`config.mk`:
```
export PLATFORM = sky130hd
export DESIGN_NAME = chan_scan_mux
export DESIGN_NICKNAME = d
export VERILOG_FILES = /design/src/rtl/chan_scan_pkg.sv /design/src/rtl/mux_n.sv /design/src/rtl/chan_scan_mux.sv
export SDC_FILE = /design/constraint.sdc
export NUM_CORES = 1
export LEC_CHECK = 0
export BUFFER_PORTS_ARGS = -buffer_cell sky130_fd_sc_hd__clkbuf_2
export CAP_MARGIN = 0
export CORE_MARGIN = 8
export CORE_UTILIZATION = 48
export CTS_BUF_LIST = sky130_fd_sc_hd__clkbuf_8 sky130_fd_sc_hd__clkbuf_16
export DETAILED_ROUTE_END_ITERATION = 7
export GPL_TIMING_DRIVEN = 1
export PLACE_DENSITY = 0.75
export SYNTH_ARGS = -nofsm -noshare
export SYNTH_HDL_FRONTEND = slang
export SYNTH_SLANG_ARGS = --single-unit
```
`constraint.sdc`:
```
create_clock -name clk -period 2.16 [get_ports clk]
set_clock_uncertainty 0.15 [all_clocks]
set_input_delay 0.324 -clock clk [delete_from_list [all_inputs] [get_ports clk]]
set_output_delay 0.324 -clock clk [all_outputs]
set_load 0.01 [all_outputs]
```
`src/rtl/chan_scan_pkg.sv`:
```
// Shared definitions for chan_scan_mux: FSM state encoding and the clog2 helper.
// No logic, no latency, no flow control.
package chan_scan_pkg;

   localparam logic [1:0] ST_IDLE = 2'd0;
   localparam logic [1:0] ST_SCAN = 2'd1;
   localparam logic [1:0] ST_DONE = 2'd2;

   function automatic int clog2(input int n);
      int r;
      int v;
      r = 0;
      v = n - 1;
      while (v > 0) begin
         r = r + 1;
         v = v >> 1;
      end
      return r;
   endfunction

endpackage

```
`src/rtl/mux_n.sv`:
```
// Combinational N_CH x WIDTH selector; an index outside 0..N_CH-1 yields zero.
// Zero latency, no flow control.
module mux_n #(
   parameter int N_CH  = 8,
   parameter int WIDTH = 1,
   parameter int SELW  = 3
) (
   input  logic [N_CH*WIDTH-1:0] d,
   input  logic [SELW-1:0]       sel,
   output logic [WIDTH-1:0]      y
);

   always_comb begin
      y = '0;
      for (int k = 0; k < N_CH; k++) begin
         if (int'(sel) == k) y = d[k*WIDTH +: WIDTH];
      end
   end

endmodule

```
`src/rtl/chan_scan_mux.sv`:
```
// Registered N:1 channel selector with manual select and DWELL-paced auto-scan.
// Manual path is 1 cycle sel/d -> y; scan ignores mode/sel/start until it returns to IDLE.
module chan_scan_mux
   import chan_scan_pkg::*;
#(
   parameter int N_CH  = 8,
   parameter int WIDTH = 1,
   parameter int DWELL = 4,
   localparam int SELW = clog2(N_CH)
) (
   input  logic                  clk,
   input  logic                  reset,
   input  logic                  mode,
   input  logic [SELW-1:0]       sel,
   input  logic                  start,
   input  logic [N_CH*WIDTH-1:0] d,
   output logic [WIDTH-1:0]      y,
   output logic [SELW-1:0]       ch,
   output logic                  y_valid,
   output logic                  busy,
   output logic                  done
);

   localparam int CNTW = (DWELL > 1) ? clog2(DWELL) : 1;
   localparam logic [CNTW-1:0] CNT_LAST = CNTW'(DWELL - 1);
   localparam logic [SELW-1:0] PTR_LAST = SELW'(N_CH - 1);

   logic [1:0]       state;
   logic [SELW-1:0]  ptr;
   logic [CNTW-1:0]  cnt;
   logic [SELW-1:0]  mux_sel;
   logic [WIDTH-1:0] mux_dat;
   logic             sel_in_range;

   // One selector serves both paths: sel while idle, the scan pointer otherwise.
   assign mux_sel      = (state == ST_IDLE) ? sel : ptr;
   assign sel_in_range = int'(sel) < N_CH;

   mux_n #(
      .N_CH  (N_CH),
      .WIDTH (WIDTH),
      .SELW  (SELW)
   ) u_mux (
      .d   (d),
      .sel (mux_sel),
      .y   (mux_dat)
   );

   always_ff @(posedge clk or posedge reset) begin
      if (reset) begin
         state   <= ST_IDLE;
         ptr     <= '0;
         cnt     <= '0;
         y       <= '0;
         ch      <= '0;
         y_valid <= 1'b0;
      end else begin
         case (state)
            ST_IDLE: begin
               if (!mode) begin
                  y       <= mux_dat;
                  ch      <= sel;
                  y_valid <= sel_in_range;
               end else begin
                  y_valid <= 1'b0;
                  if (start) begin
                     state <= ST_SCAN;
                     ptr   <= '0;
                     cnt   <= '0;
                  end
               end
            end
            ST_SCAN: begin
               if (cnt == CNT_LAST) begin
                  y       <= mux_dat;
                  ch      <= ptr;
                  y_valid <= 1'b1;
                  cnt     <= '0;
                  if (ptr == PTR_LAST) begin
                     state <= ST_DONE;
                     ptr   <= '0;
                  end else begin
                     ptr <= ptr + 1'b1;
                  end
               end else begin
                  cnt     <= cnt + 1'b1;
                  y_valid <= 1'b0;
               end
            end
            ST_DONE: begin
               state   <= ST_IDLE;
               y_valid <= 1'b0;
            end
            default: begin
               state   <= ST_IDLE;
               y_valid <= 1'b0;
            end
         endcase
      end
   end

   assign busy = (state == ST_SCAN);
   assign done = (state == ST_DONE);

endmodule

```
Yosys cells after proc, flatten, opt, wreduce, memory -nomap -nowiden
Cells that the tools add are included.
Operators by class
  add/sub/neg operators: 2
  multipliers: 0
  div/mod/pow operators: 0
  order comparisons: 0
  equal/unequal tests: 16
  shift-type cells: 0
  muxes and demuxes: 32
  bitwise operators: 0
  reduce and logical (&&, ||, !) cells: 7
Operators by type and width (number)
  $mux W3: 7
  $eq A3 B3 Y1 const B: 5
  $mux W2: 7
  $mux W1: 12
  $pmux W3 S2: 2
  $pmux W2 S2: 2
  $reduce_and A4 Y1: 2
  $eq A3 B2 Y1 const B: 2
  $ne A2 B2 Y1 const B: 3
  $reduce_and A3 Y1: 2
  $eq A2 B2 Y1 const B: 2
  $ne A2 B1 Y1 const B: 2
  $pmux W1 S2: 2
  $add A3 B1 Y3 const B: 1
  $eq A3 B1 Y1 const B: 1
  $logic_not A3 Y1: 1
  $add A2 B1 Y2 const B: 1
  $eq A2 B1 Y1 const B: 1
  $logic_not A2 Y1: 1
  $reduce_bool A2 Y1: 1
Word-level totals
  flip-flop bits (word level): 12
  latch bits: 0
  memory bits (writable): 0
  bits in read-only memories: 0
  input port bits: 15
  output and inout port bits: 7
  word-level logic and storage cells: 63
  memories kept: 0

Longest topological paths before layout
Gate-level depths: netlist of run 1.
  word-level depth: 13
  depth in mapped cells: 6
  gate-level depth less buffers: 6

Cells and area by module
A second synthesis of run 1 with hierarchy kept.
Second synthesis, totals
  cell total of the unflattened synthesis: 60
  area total of the unflattened synthesis: 716.9 sq um
Modules (own cells, without submodules)
  chan_scan_mux: instances 1, cells each 57, area an instance 653.1 sq um, sequential area each 300.3 sq um
  mux_n: instances 1, cells each 3, area an instance 63.8 sq um, sequential area each 0.0 sq um

Worst setup path before layout of run 1
No wires, ideal clock.
  kind: reg-to-reg
  start point: reg state[1]
  end point: reg y
  library setup time: 0.086 ns
  arrival: 1.475 ns
  data required time: 1.924 ns
  slack: 0.449 ns
  stages on the path, launching flop included: 6
  buffers on the path: 1
  clock period less this slack: 1.711 ns
  cells stage by stage: dfrtp_1 > buf_6 > nor2_1 > mux2i_1 > mux2_2 > o221ai_2
Between the ends
  cells in the longest elaborated chain, start to end: 13
  elaborated cells between the ends (all ways): 26
  those cells by class: eq/ne: 10; mux: 12; reduce/logical: 4
Ends and longest elaborated chain
  start, declared: RTL line chan_scan_mux.sv:28  | logic [1:0] state;
  start signal, assigned: RTL line chan_scan_mux.sv:51  | state <= ST_IDLE;
  start signal, assigned: RTL line chan_scan_mux.sv:67  | state <= ST_SCAN;
  start signal, assigned: RTL line chan_scan_mux.sv:80  | state <= ST_DONE;
  $logic_not A2 Y1: RTL line chan_scan_mux.sv:36, chan_scan_mux.sv:58
  $mux W3: RTL line chan_scan_mux.sv:36  | assign mux_sel = (state == ST_IDLE) ? sel : ptr;
  $logic_not A3 Y1: RTL line mux_n.sv:16  | if (int'(sel) == k) y = d[k*WIDTH +: WIDTH];
  $mux W1 (8 in series): RTL line mux_n.sv:16
  $mux W1, on equally long branches: RTL line chan_scan_mux.sv:74, chan_scan_mux.sv:60
  $pmux W1 S2: RTL line chan_scan_mux.sv:58  | case (state)
  end signal, assigned: RTL line chan_scan_mux.sv:61  | y <= mux_dat;
  end signal, assigned: RTL line chan_scan_mux.sv:75  | y <= mux_dat;
  end, declared: RTL line chan_scan_mux.sv:17  | output logic [WIDTH-1:0] y,
Several ways; a longest one is shown, not always the timed one. The select of a mux whose other input is x is not followed.
A chain may end at the register's enable or synchronous reset.

Worst setup path after layout of run 1
  start point: reg state[1]
  end point: out busy
Between the ends
  cells in the longest elaborated chain, start to end: 1
Ends and longest elaborated chain
  $eq A2 B1 Y1: RTL line chan_scan_mux.sv:102  | assign busy = (state == ST_SCAN);
  end, declared: RTL line chan_scan_mux.sv:20  | output logic busy,
No other way between the ends.

==> impl_summary.txt, run 1 <==
----------------------------------------------------
[Run status]
  Run status ... finished clean

[Placed design]
  Standard cell area after detailed placement ... 821 um^2
  Count of port buffers added during placement ... 21
  Pre-CTS WS ... 0.319 ns
  Cell count after placement ... 103
  Detailed placer's ending HPWL ... 1.19 mm
  Final Wtd Congestion ... 0.787

[Setup path]
  Crit path required time ... 1.69 ns
  Crit-path max FO ... 8
  Worst setup path start ... state[1]
  Startpoint of the lowest-slack register-to-register path ... state[1]
  WS Path Type ... flop to primary output
  Crit path capture type ... primary output
  Launching element type of the critical path ... flop
  Arrival time at the worst endpoint ... 1.38 ns

[Clocking]
  CTS buffer count ... 3
  Maximum level of the CTS H-tree ... 1
  Post CTS Setup Buffer Count ... 0
  Max clock buf depth ... 2
  CTS tree ... yes
  Clk slew on worst S/H paths ... 0.05 ns
  Clock sink count ... 12
  Count of cells resized by post-cts repair ... 0
  Skew-Pair Late Insertion Delay ... 0.24 ns
  Root Buffer Master ... sky130_fd_sc_hd__clkbuf_8

[Route]
  Routed length per placed instance ... 13.9 um
  Aggregate routed wire length ... 1.49 mm
  DRC violations left ... 0
  Drt first-iter violations ... 2
  Length of the first detailed-routing pass in iterations ... 3
  Post-detailed-route via-to-cell ratio ... 5.16
  Via total after detailed routing ... 552
  Remaining antenna violation count ... 0

[Floorplan]
  Starting Density ... 49.4%
  Floorplan die area ... 2990 um^2
  Vert. Die Dim ... 54.7 um
  I/O Pins ... 22
  Num rows ... 14
  Width of the chip ... 54.7 um
  Standard cell core area ... 1450 um^2

[Synthesis]
  Share of Yosys cell area claimed by the top area cell type ... 41.8%
  Flops & latches, synth ... 12
  Area leader, netlist ... sky130_fd_sc_hd__dfrtp_1
  Proportion of register bits with asynchronous set or reset after synthesis ... 100%
  Mean instance size in the synthesized netlist ... 10.6 um^2
  Leading post-synthesis cells by cell area ... sky130_fd_sc_hd__dfrtp_1 42%, sky130_fd_sc_hd__mux2i_1 5.6%, sky130_fd_sc_hd__ha_1 5.2%
  Most common library cells after synthesis ... 12 x sky130_fd_sc_hd__dfrtp_1, 7 x sky130_fd_sc_hd__nand2_1, 5 x sky130_fd_sc_hd__inv_1
  Post-synthesis sequential area ratio ... 41.8%
  Cells after synthesis ... 68
  Flip-flop cell with the highest count after synthesis ... sky130_fd_sc_hd__dfrtp_1
  Post-synth cell types ... 30
  Mapped cell area ... 718 um^2
  Warnings from Yosys ... 0
  Most instantiated library cell after synthesis ... sky130_fd_sc_hd__dfrtp_1
  Net Count, Synth ... 86
  Post-synth EDFFs ... 0

[Final layout]
  Non-Filler Cell Area, Final ... 872 um^2
  Proportion of layout cells with a drive suffix above 1 ... 37.4%
  Count of inserted antenna diode cells ... 0
  Synthesis-to-finish area growth ... 21.4%
  Post-layout instance count excluding filler cells ... 107
  Nets ... 111

[Pwr]
  Fraction of power spent switching nets ... 38.9%
  Power per unit of standard cell area ... 1370 nW/um^2
  LEAKAGE ... 0.427 nW
  Total power after layout ... 0.00119 W
  Design internal power ... 0.000730 W
  Combinational cell fraction of total power ... 49.3%
  Fraction of power consumed by the clock network ... 16.8%
  Net Sw Power ... 0.000464 W
  Relative contribution of sequential cells to total power ... 33.9%
  VDD IR-drop max ... 0.647 mV

[Global routing]
  Total routing resource utilization after global routing ... 10.7%
  Wire length of the first global-routing pass ... 2.35 mm
  Maximum number of pins on one net before global-route repair ... 13
  Residual overflow from global routing ... 0
  Via count of the first global-routing pass ... 564
  Number of antenna violations at the first check in global routing ... 0

[STA]
  Max_slew headroom ... 68.7%
  Highest clock frequency the design can meet ... 0.540 GHz
  Final hold violation count ... 0
  Setup_tns ... 0 ns
  Unrepaired setup endpoints after global routing ... no
  Final critical path time including I/O delays and setup ... 1.85 ns
  Final number of max-transition violations ... 0
  Post-layout worst setup margin ... 0.307 ns
  Part of the cycle the worst path needs ... 85.8%
  Setup-failing EPs final ... 0
  Pin slew with the least headroom to its limit ... 0.470 ns

[Run]
  Count of maximum capacitance violations ... 0

[Hold path]
  Hold/Removal Path Class ... input pin to flop
  Source of the worst hold timing path ... sel[2]

----------------------------------------------------
[power groups by stage]
stage | Combinational, W | Clock (W) | Sequential [W]
floorplan | 0.000457 | 0 | 0.000405
global placement | 0.000577 | 0 | 0.000404
detailed placement | 0.000592 | 0 | 0.000411
CTS | 0.000599 | 0.000205 | 0.000406
global route | 0.000669 | 0.000216 | 0.000422
finish | 0.000588 | 0.000201 | 0.000405
[per-layer routing]
metal  share of wire [%]  global-route usage [%]  vias to the layer above
met5                   0                       0                        -
met4                 2.0                    4.92                        0
met2                  47                    16.8                       15
li1                    -                       -                      288
met3                  10                    4.35                        5
met1                  41                    12.5                      244
[cell families after synthesis]
group | synth area share, %
simple gates | 18.6
compound gates | 18.3
flops | 41.8
buf+inv | 5.75
mux | 10.3
fa+ha+maj | 5.23
[registers in the layout (all words and copies together) (netlist names)]
signal / count
cnt: 2
ptr: 3
y_valid: 1
state: 2
y: 1
ch: 3
[worst max-delay path: stages, from the launching register on]
cell and delay, ns:
sky130_fd_sc_hd__dfrtp_1 0.48, sky130_fd_sc_hd__nand2b_1 0.29, sky130_fd_sc_hd__inv_1 0.21, sky130_fd_sc_hd__clkbuf_2 0.16
[worst paths after layout]
check / end / slack [ns] / cells after the start
worst max-delay path: busy / 0.31 / 3
worst min-delay path: ch[2] / 0.19 / 3
worst max register to register: y / 0.32 / 4
worst min register to register: cnt[0] / 0.35 / 1
max in group asynchronous: ch[2] / 1.07 / 3
min in group asynchronous: y_valid / 0.47 / 3
[cell usage in the layout (no fill, tap or decap), drive strengths merged, types with 3 or more instances in the layout]
| cell | n |
|---|---|
| mux2i | 4 |
| nand2 | 7 |
| ha | 3 |
| nor2 | 5 |
| a31oi | 3 |
| mux2 | 3 |
| clkbuf | 24 |
| dfrtp | 12 |
| inv | 5 |
| a21oi | 3 |
[metrics by stage]
stage,hold WS [ns],utilization (%)
after detailed placement,0.197,56.5
after global routing,0.202,60.0
after global placement,0.189,56.5
after CTS,0.189,60.0
after floorplan,0.0387,-
final,0.190,60.0
[cell type report]
type	instances	area (um^2)
clock buffers	3	41.3
multi-input cells	49	377
fillers	131	582
repair buffers	22	115
flip-flops and latches	12	300
inverters	5	18.8
well taps	16	20.0
[repair_timing]
| item | in CTS | in global routing |
|---|---|---|
| setup endpoints to repair | 0 | 0 |
| hold buffers | 1 | 0 |
| hold endpoints to repair | 12 | 0 |
(Power assumes the default switching activity.)
==> run 2, diff against run 1 <==
--- a/config.mk
+++ b/config.mk
@@ -8,11 +8,11 @@
 export BUFFER_PORTS_ARGS = -buffer_cell sky130_fd_sc_hd__clkbuf_2
 export CAP_MARGIN = 0
 export CORE_MARGIN = 8
-export CORE_UTILIZATION = 48
+export CORE_UTILIZATION = 52
 export CTS_BUF_LIST = sky130_fd_sc_hd__clkbuf_8 sky130_fd_sc_hd__clkbuf_16
 export DETAILED_ROUTE_END_ITERATION = 7
 export GPL_TIMING_DRIVEN = 1
-export PLACE_DENSITY = 0.75
+export PLACE_DENSITY = 0.81
 export SYNTH_ARGS = -nofsm -noshare
 export SYNTH_HDL_FRONTEND = slang
 export SYNTH_SLANG_ARGS = --single-unit
==> constraint.sdc (replaced) <==
create_clock -name clk -period 2.4 [get_ports clk]
set_clock_uncertainty 0.15 [all_clocks]
set_input_delay 0.36 -clock clk [delete_from_list [all_inputs] [get_ports clk]]
set_output_delay 0.36 -clock clk [all_outputs]
set_load 0.01 [all_outputs]
==> impl_summary.txt, run 2 (synthesis results as in run 1) <==
----------------------------------------------------
[Global routing]
  Total routing resource utilization after global routing ... 11.3%
  Via count of the first global-routing pass ... 565
  Number of antenna violations at the first check in global routing ... 0
  Maximum number of pins on one net before global-route repair ... 13
  Wire length of the first global-routing pass ... 2.33 mm
  Residual overflow from global routing ... 0

[Clocking]
  CTS buffer count ... 3
  Clk slew on worst S/H paths ... 0.05 ns
  Max clock buf depth ... 2
  CTS tree ... yes
  Skew-Pair Late Insertion Delay ... 0.24 ns
  Root Buffer Master ... sky130_fd_sc_hd__clkbuf_8
  Clock sink count ... 12
  Count of cells resized by post-cts repair ... 0
  Maximum level of the CTS H-tree ... 1

[Placed design]
  Cell count after placement ... 102
  Final Wtd Congestion ... 0.761
  Count of port buffers added during placement ... 21
  Standard cell area after detailed placement ... 820 um^2
  Detailed placer's ending HPWL ... 1.18 mm

[Final layout]
  Post-layout instance count excluding filler cells ... 106
  Most frequent cells in the layout ... 21 x sky130_fd_sc_hd__clkbuf_2, 12 x sky130_fd_sc_hd__dfrtp_1, 7 x sky130_fd_sc_hd__nand2_1
  Commonest non-fill, non-tap cell in the layout ... sky130_fd_sc_hd__clkbuf_2
  Count of inserted antenna diode cells ... 0
  Synthesis-to-finish area growth ... 21.3%
  Nets ... 111
  Registers with the most flip-flops ... ch: 3 flops, ptr: 3 flops
  Proportion of layout cells with a drive suffix above 1 ... 37.4%
  Non-Filler Cell Area, Final ... 871 um^2

[Floorplan]
  Starting Density ... 55.2%
  I/O Pins ... 22
  Width of the chip ... 53.2 um
  Standard cell core area ... 1300 um^2
  Vert. Die Dim ... 53.2 um
  Num rows ... 13
  Floorplan die area ... 2830 um^2

[Route]
  Length of the first detailed-routing pass in iterations ... 4
  Via total after detailed routing ... 557
  Remaining antenna violation count ... 0
  Post-detailed-route via-to-cell ratio ... 5.25
  Routed length per placed instance ... 13.6 um
  DRC violations left ... 0
  Drt first-iter violations ... 5
  Aggregate routed wire length ... 1.44 mm

[Setup path]
  WS Path Type ... flop to primary output
  Crit-path max FO ... 8
  Register-to-register setup slack ... 0.54 ns
  Maximum single-stage delay on the critical path ... 0.49 ns
  Arrival time at the worst endpoint ... 1.39 ns
  Crit path cell chain ... nand2b_1, inv_1, clkbuf_2
  CP max-delay cell ... sky130_fd_sc_hd__dfrtp_1
  Crit path capture type ... primary output
  Crit path required time ... 1.89 ns
  Launching element type of the critical path ... flop

[STA]
  Highest clock frequency the design can meet ... 0.525 GHz
  Final hold violation count ... 0
  Setup_tns ... 0 ns
  Max_slew headroom ... 69.1%
  Final critical path time including I/O delays and setup ... 1.90 ns
  Unrepaired setup endpoints after global routing ... no
  Setup-failing EPs final ... 0
  Final number of max-transition violations ... 0
  Pin slew with the least headroom to its limit ... 0.457 ns
  Part of the cycle the worst path needs ... 79.4%

[Hold path]
  Hold/Removal Path Class ... input pin to flop

[Run status]
  Run status ... finished clean

[Pwr]
  Power per unit of standard cell area ... 1230 nW/um^2
  VDD IR-drop max ... 0.694 mV
  LEAKAGE ... 0.427 nW

[Run]
  Count of maximum capacitance violations ... 0

----------------------------------------------------
run 2: cell counts in the layout (fill, tap and decap cells not counted):
Identical to the previous run, type by type.
run 2: metrics by stage:
step	util, %	setup WS (ns)	power, W	hold WS [ns]
finish	66.9	0.496	0.00107	0.241
global route	66.9	0.426	0.00116	0.266
CTS	66.9	0.502	0.00109	0.239
detailed placement	63.0	0.534	0.000904	0.227
global placement	63.0	0.618	0.000882	0.221
floorplan	-	0.689	0.000776	0.0747
run 2: area by class of cell:
type / instances / area, um^2
Timing Repair Buffer: 22 / 115
Clock buffer: 3 / 41.3
Sequential cell: 12 / 300
Multi-Input combinational cell: 49 / 377
Inverter: 5 / 18.8
Tap cell: 15 / 18.8
Fill cell: 113 / 430
run 2: worst max-delay path: cells and delay by family, from the launching register on:
kind | cells | cell delay, ns
flops | 1 | 0.49
buf+inv | 2 | 0.38
simple gates | 1 | 0.30
run 2: path summary, 6_finish.rpt:
kind,start,to,cells after the start
worst min register to register,ch[1],ch[1],1
worst min-delay path,sel[0],ch[0],3
max in group asynchronous,reset,state[0],3
worst max register to register,state[1],y,4
worst max-delay path,state[1],busy,3
min in group asynchronous,reset,ptr[0],3
run 2: per-layer routing:
metal	GRT usage, %	vias to the layer above	part of all wire, %
met5	0	-	0
met1	12.1	249	42
met2	18.0	16	46
li1	-	287	-
met3	3.36	5	9.0
met4	8.82	0	3.2
run 2: what timing repair did:
item | 4_1_cts | 5_1_grt
buffers inserted | 0 | 0
hold endpoints to repair | 12 | 0
hold buffers | 1 | 0
run 2: power breakdown:
group          switching, W  internal, W  leakage (nW)
combinational      0.000276     0.000251         0.262
clock             0.0000667     0.000110        0.0216
sequential        0.0000707     0.000295         0.144
==> run 3, diff against run 2 <==
--- a/config.mk
+++ b/config.mk
@@ -8,11 +8,11 @@
 export BUFFER_PORTS_ARGS = -buffer_cell sky130_fd_sc_hd__clkbuf_2
 export CAP_MARGIN = 0
 export CORE_MARGIN = 8
-export CORE_UTILIZATION = 52
+export CORE_UTILIZATION = 44
 export CTS_BUF_LIST = sky130_fd_sc_hd__clkbuf_8 sky130_fd_sc_hd__clkbuf_16
 export DETAILED_ROUTE_END_ITERATION = 7
 export GPL_TIMING_DRIVEN = 1
-export PLACE_DENSITY = 0.81
+export PLACE_DENSITY = 0.73
 export SYNTH_ARGS = -nofsm -noshare
 export SYNTH_HDL_FRONTEND = slang
 export SYNTH_SLANG_ARGS = --single-unit
==> constraint.sdc (replaced) <==
create_clock -name clk -period 1.6 [get_ports clk]
set_clock_uncertainty 0.15 [all_clocks]
set_input_delay 0.24 -clock clk [delete_from_list [all_inputs] [get_ports clk]]
set_output_delay 0.24 -clock clk [all_outputs]
set_load 0.01 [all_outputs]
==> impl_summary.txt, run 3 (synthesis results as in run 1) <==
----------------------------------------------------
[Run status]
  Run status ... finished, violations left
  Violations in the final reports ... negative setup slack

[Floorplan]
  Floorplan die area ... 3180 um^2
  I/O Pins ... 22
  Vert. Die Dim ... 56.4 um
  Num rows ... 14
  Width of the chip ... 56.4 um
  Starting Density ... 47.1%
  Standard cell core area ... 1520 um^2

[Route]
  Routed length per placed instance ... 15.4 um
  Via total after detailed routing ... 681
  Post-detailed-route via-to-cell ratio ... 5.49
  DRC violations left ... 0
  Length of the first detailed-routing pass in iterations ... 4
  Remaining antenna violation count ... 0
  Drt first-iter violations ... 12
  Aggregate routed wire length ... 1.91 mm

[Clocking]
  Skew-Pair Late Insertion Delay ... 0.24 ns
  CTS tree ... yes
  Max clock buf depth ... 2
  Clk slew on worst S/H paths ... 0.05 ns
  Clock sink count ... 12
  Root Buffer Master ... sky130_fd_sc_hd__clkbuf_8
  Maximum level of the CTS H-tree ... 1
  CTS buffer count ... 3

[Pwr]
  Total power after layout ... 0.00203 W
  VDD IR-drop max ... 1.06 mV
  LEAKAGE ... 0.531 nW
  Power per unit of standard cell area ... 1910 nW/um^2

[Global routing]
  Wire length of the first global-routing pass ... 3.25 mm
  Number of antenna violations at the first check in global routing ... 0
  Residual overflow from global routing ... 0
  Via count of the first global-routing pass ... 736
  Total routing resource utilization after global routing ... 12.4%
  Maximum number of pins on one net before global-route repair ... 13

[Final layout]
  Most frequent cells in the layout ... 20 x sky130_fd_sc_hd__clkbuf_2, 15 x sky130_fd_sc_hd__buf_4, 10 x sky130_fd_sc_hd__dfrtp_1
  Registers with the most flip-flops ... ch: 3 flops, ptr: 3 flops
  Count of inserted antenna diode cells ... 0
  Nets ... 128
  Commonest non-fill, non-tap cell in the layout ... sky130_fd_sc_hd__clkbuf_2
  Core utilization of the finished layout ... 69.7%
  Proportion of layout cells with a drive suffix above 1 ... 55.6%
  Synthesis-to-finish area growth ... 47.9%
  Non-Filler Cell Area, Final ... 1060 um^2
  FILL cells ... 116

[Placed design]
  Count of port buffers added during placement ... 21
  Final Wtd Congestion ... 0.811
  Detailed placer's ending HPWL ... 1.36 mm
  Standard cell area after detailed placement ... 925 um^2
  Pre-CTS WS ... -0.184 ns

[STA]
  Pin slew with the least headroom to its limit ... 0.443 ns
  Post-layout worst setup margin ... -0.0873 ns
  Final number of max-transition violations ... 0
  Final hold violation count ... 0
  Part of the cycle the worst path needs ... 105%
  Unrepaired setup endpoints after global routing ... yes
  Max_slew headroom ... 70.4%
  Highest clock frequency the design can meet ... 0.593 GHz
  Final critical path time including I/O delays and setup ... 1.69 ns
  Setup-failing EPs final ... 5

[Setup path]
  Crit-path max FO ... 6
  Arrival time at the worst endpoint ... 1.68 ns
  Launching element type of the critical path ... flop
  Crit path cell chain ... nor3b_4, nor2_4, buf_6, mux2i_1, mux2_4, o221ai_2
  Crit path capture type ... flop
  Maximum single-stage delay on the critical path ... 0.47 ns
  Crit path required time ... 1.60 ns
  WS Path Type ... flop to flop
  CP max-delay cell ... sky130_fd_sc_hd__dfrtp_2
  Register-to-register setup slack ... -0.09 ns

[Run]
  Count of maximum capacitance violations ... 0

[Hold path]
  Hold/Removal Path Class ... input pin to flop

----------------------------------------------------
==> run 3: area by class of cell <==
cell class                      instances  area [um^2]  share of cell area (%)
Tap cell                               16         20.0                    1.88
Clock buffer                            3         41.3                    3.89
Multi-Input combinational cell         49          423                    39.8
Timing Repair Buffer                   39          256                    24.1
Inverter                                5         18.8                    1.77
Sequential cell                        12          303                    28.5
==> run 3: final timing paths <==
path | endpoint | depth (start not counted) | startpoint
worst max-delay path | y | 6 | state[0]
worst min-delay path | ch[2] | 3 | sel[2]
worst max register to register | y | 6 | state[0]
worst min register to register | cnt[0] | 1 | cnt[0]
max in group asynchronous | state[1] | 3 | reset
min in group asynchronous | ch[0] | 3 | reset
==> run 3: report_power, final <==
group          internal [W]  switching (W)  leakage [nW]
combinational      0.000656       0.000550         0.368
sequential         0.000445       0.000116         0.142
clock              0.000165      0.0000983        0.0216
==> run 3: timing repair <==
| action | in CTS | in global routing |
|---|---|---|
| hold buffers | 1 | 0 |
| gates resized for setup | 11 | 5 |
| hold endpoints to repair | 12 | 0 |
| setup buffers | 3 | 1 |
| pin swaps | 5 | 1 |
| endpoints found under the setup margin | 6 | 7 |
==> run 3: through the flow <==
step / TNS [ns] / hold WS (ns) / cells
2_1_floorplan: -0.0738 / -0.0453 / 68
3_3_place_gp: -0.147 / 0.0940 / 116
3_5_place_dp: -0.261 / 0.0956 / 116
4_1_cts: -0.0971 / 0.131 / 123
5_1_grt: -0.546 / 0.149 / 124
6_report: -0.196 / 0.128 / 124
==> run 3: layer usage <==
metal  share of wire (%)  GRT usage [%]  vias to the layer above
met1                  37           11.3                      325
met3                 7.7           5.39                        5
met4                 1.8           5.50                        0
met2                  53           23.0                       25
met5                   0              0                        -
li1                    -              -                      326
==> run 3: critical path, delay by kind of cell, from the launching register on <==
| kind | cells | cell delay [ns] |
|---|---|---|
| AO/OA/AOI/OAI | 1 | 0.15 |
| buffers and inverters | 1 | 0.12 |
| flip-flops | 1 | 0.47 |
| multiplexers | 2 | 0.39 |
| AND/OR/NAND/NOR | 2 | 0.33 |
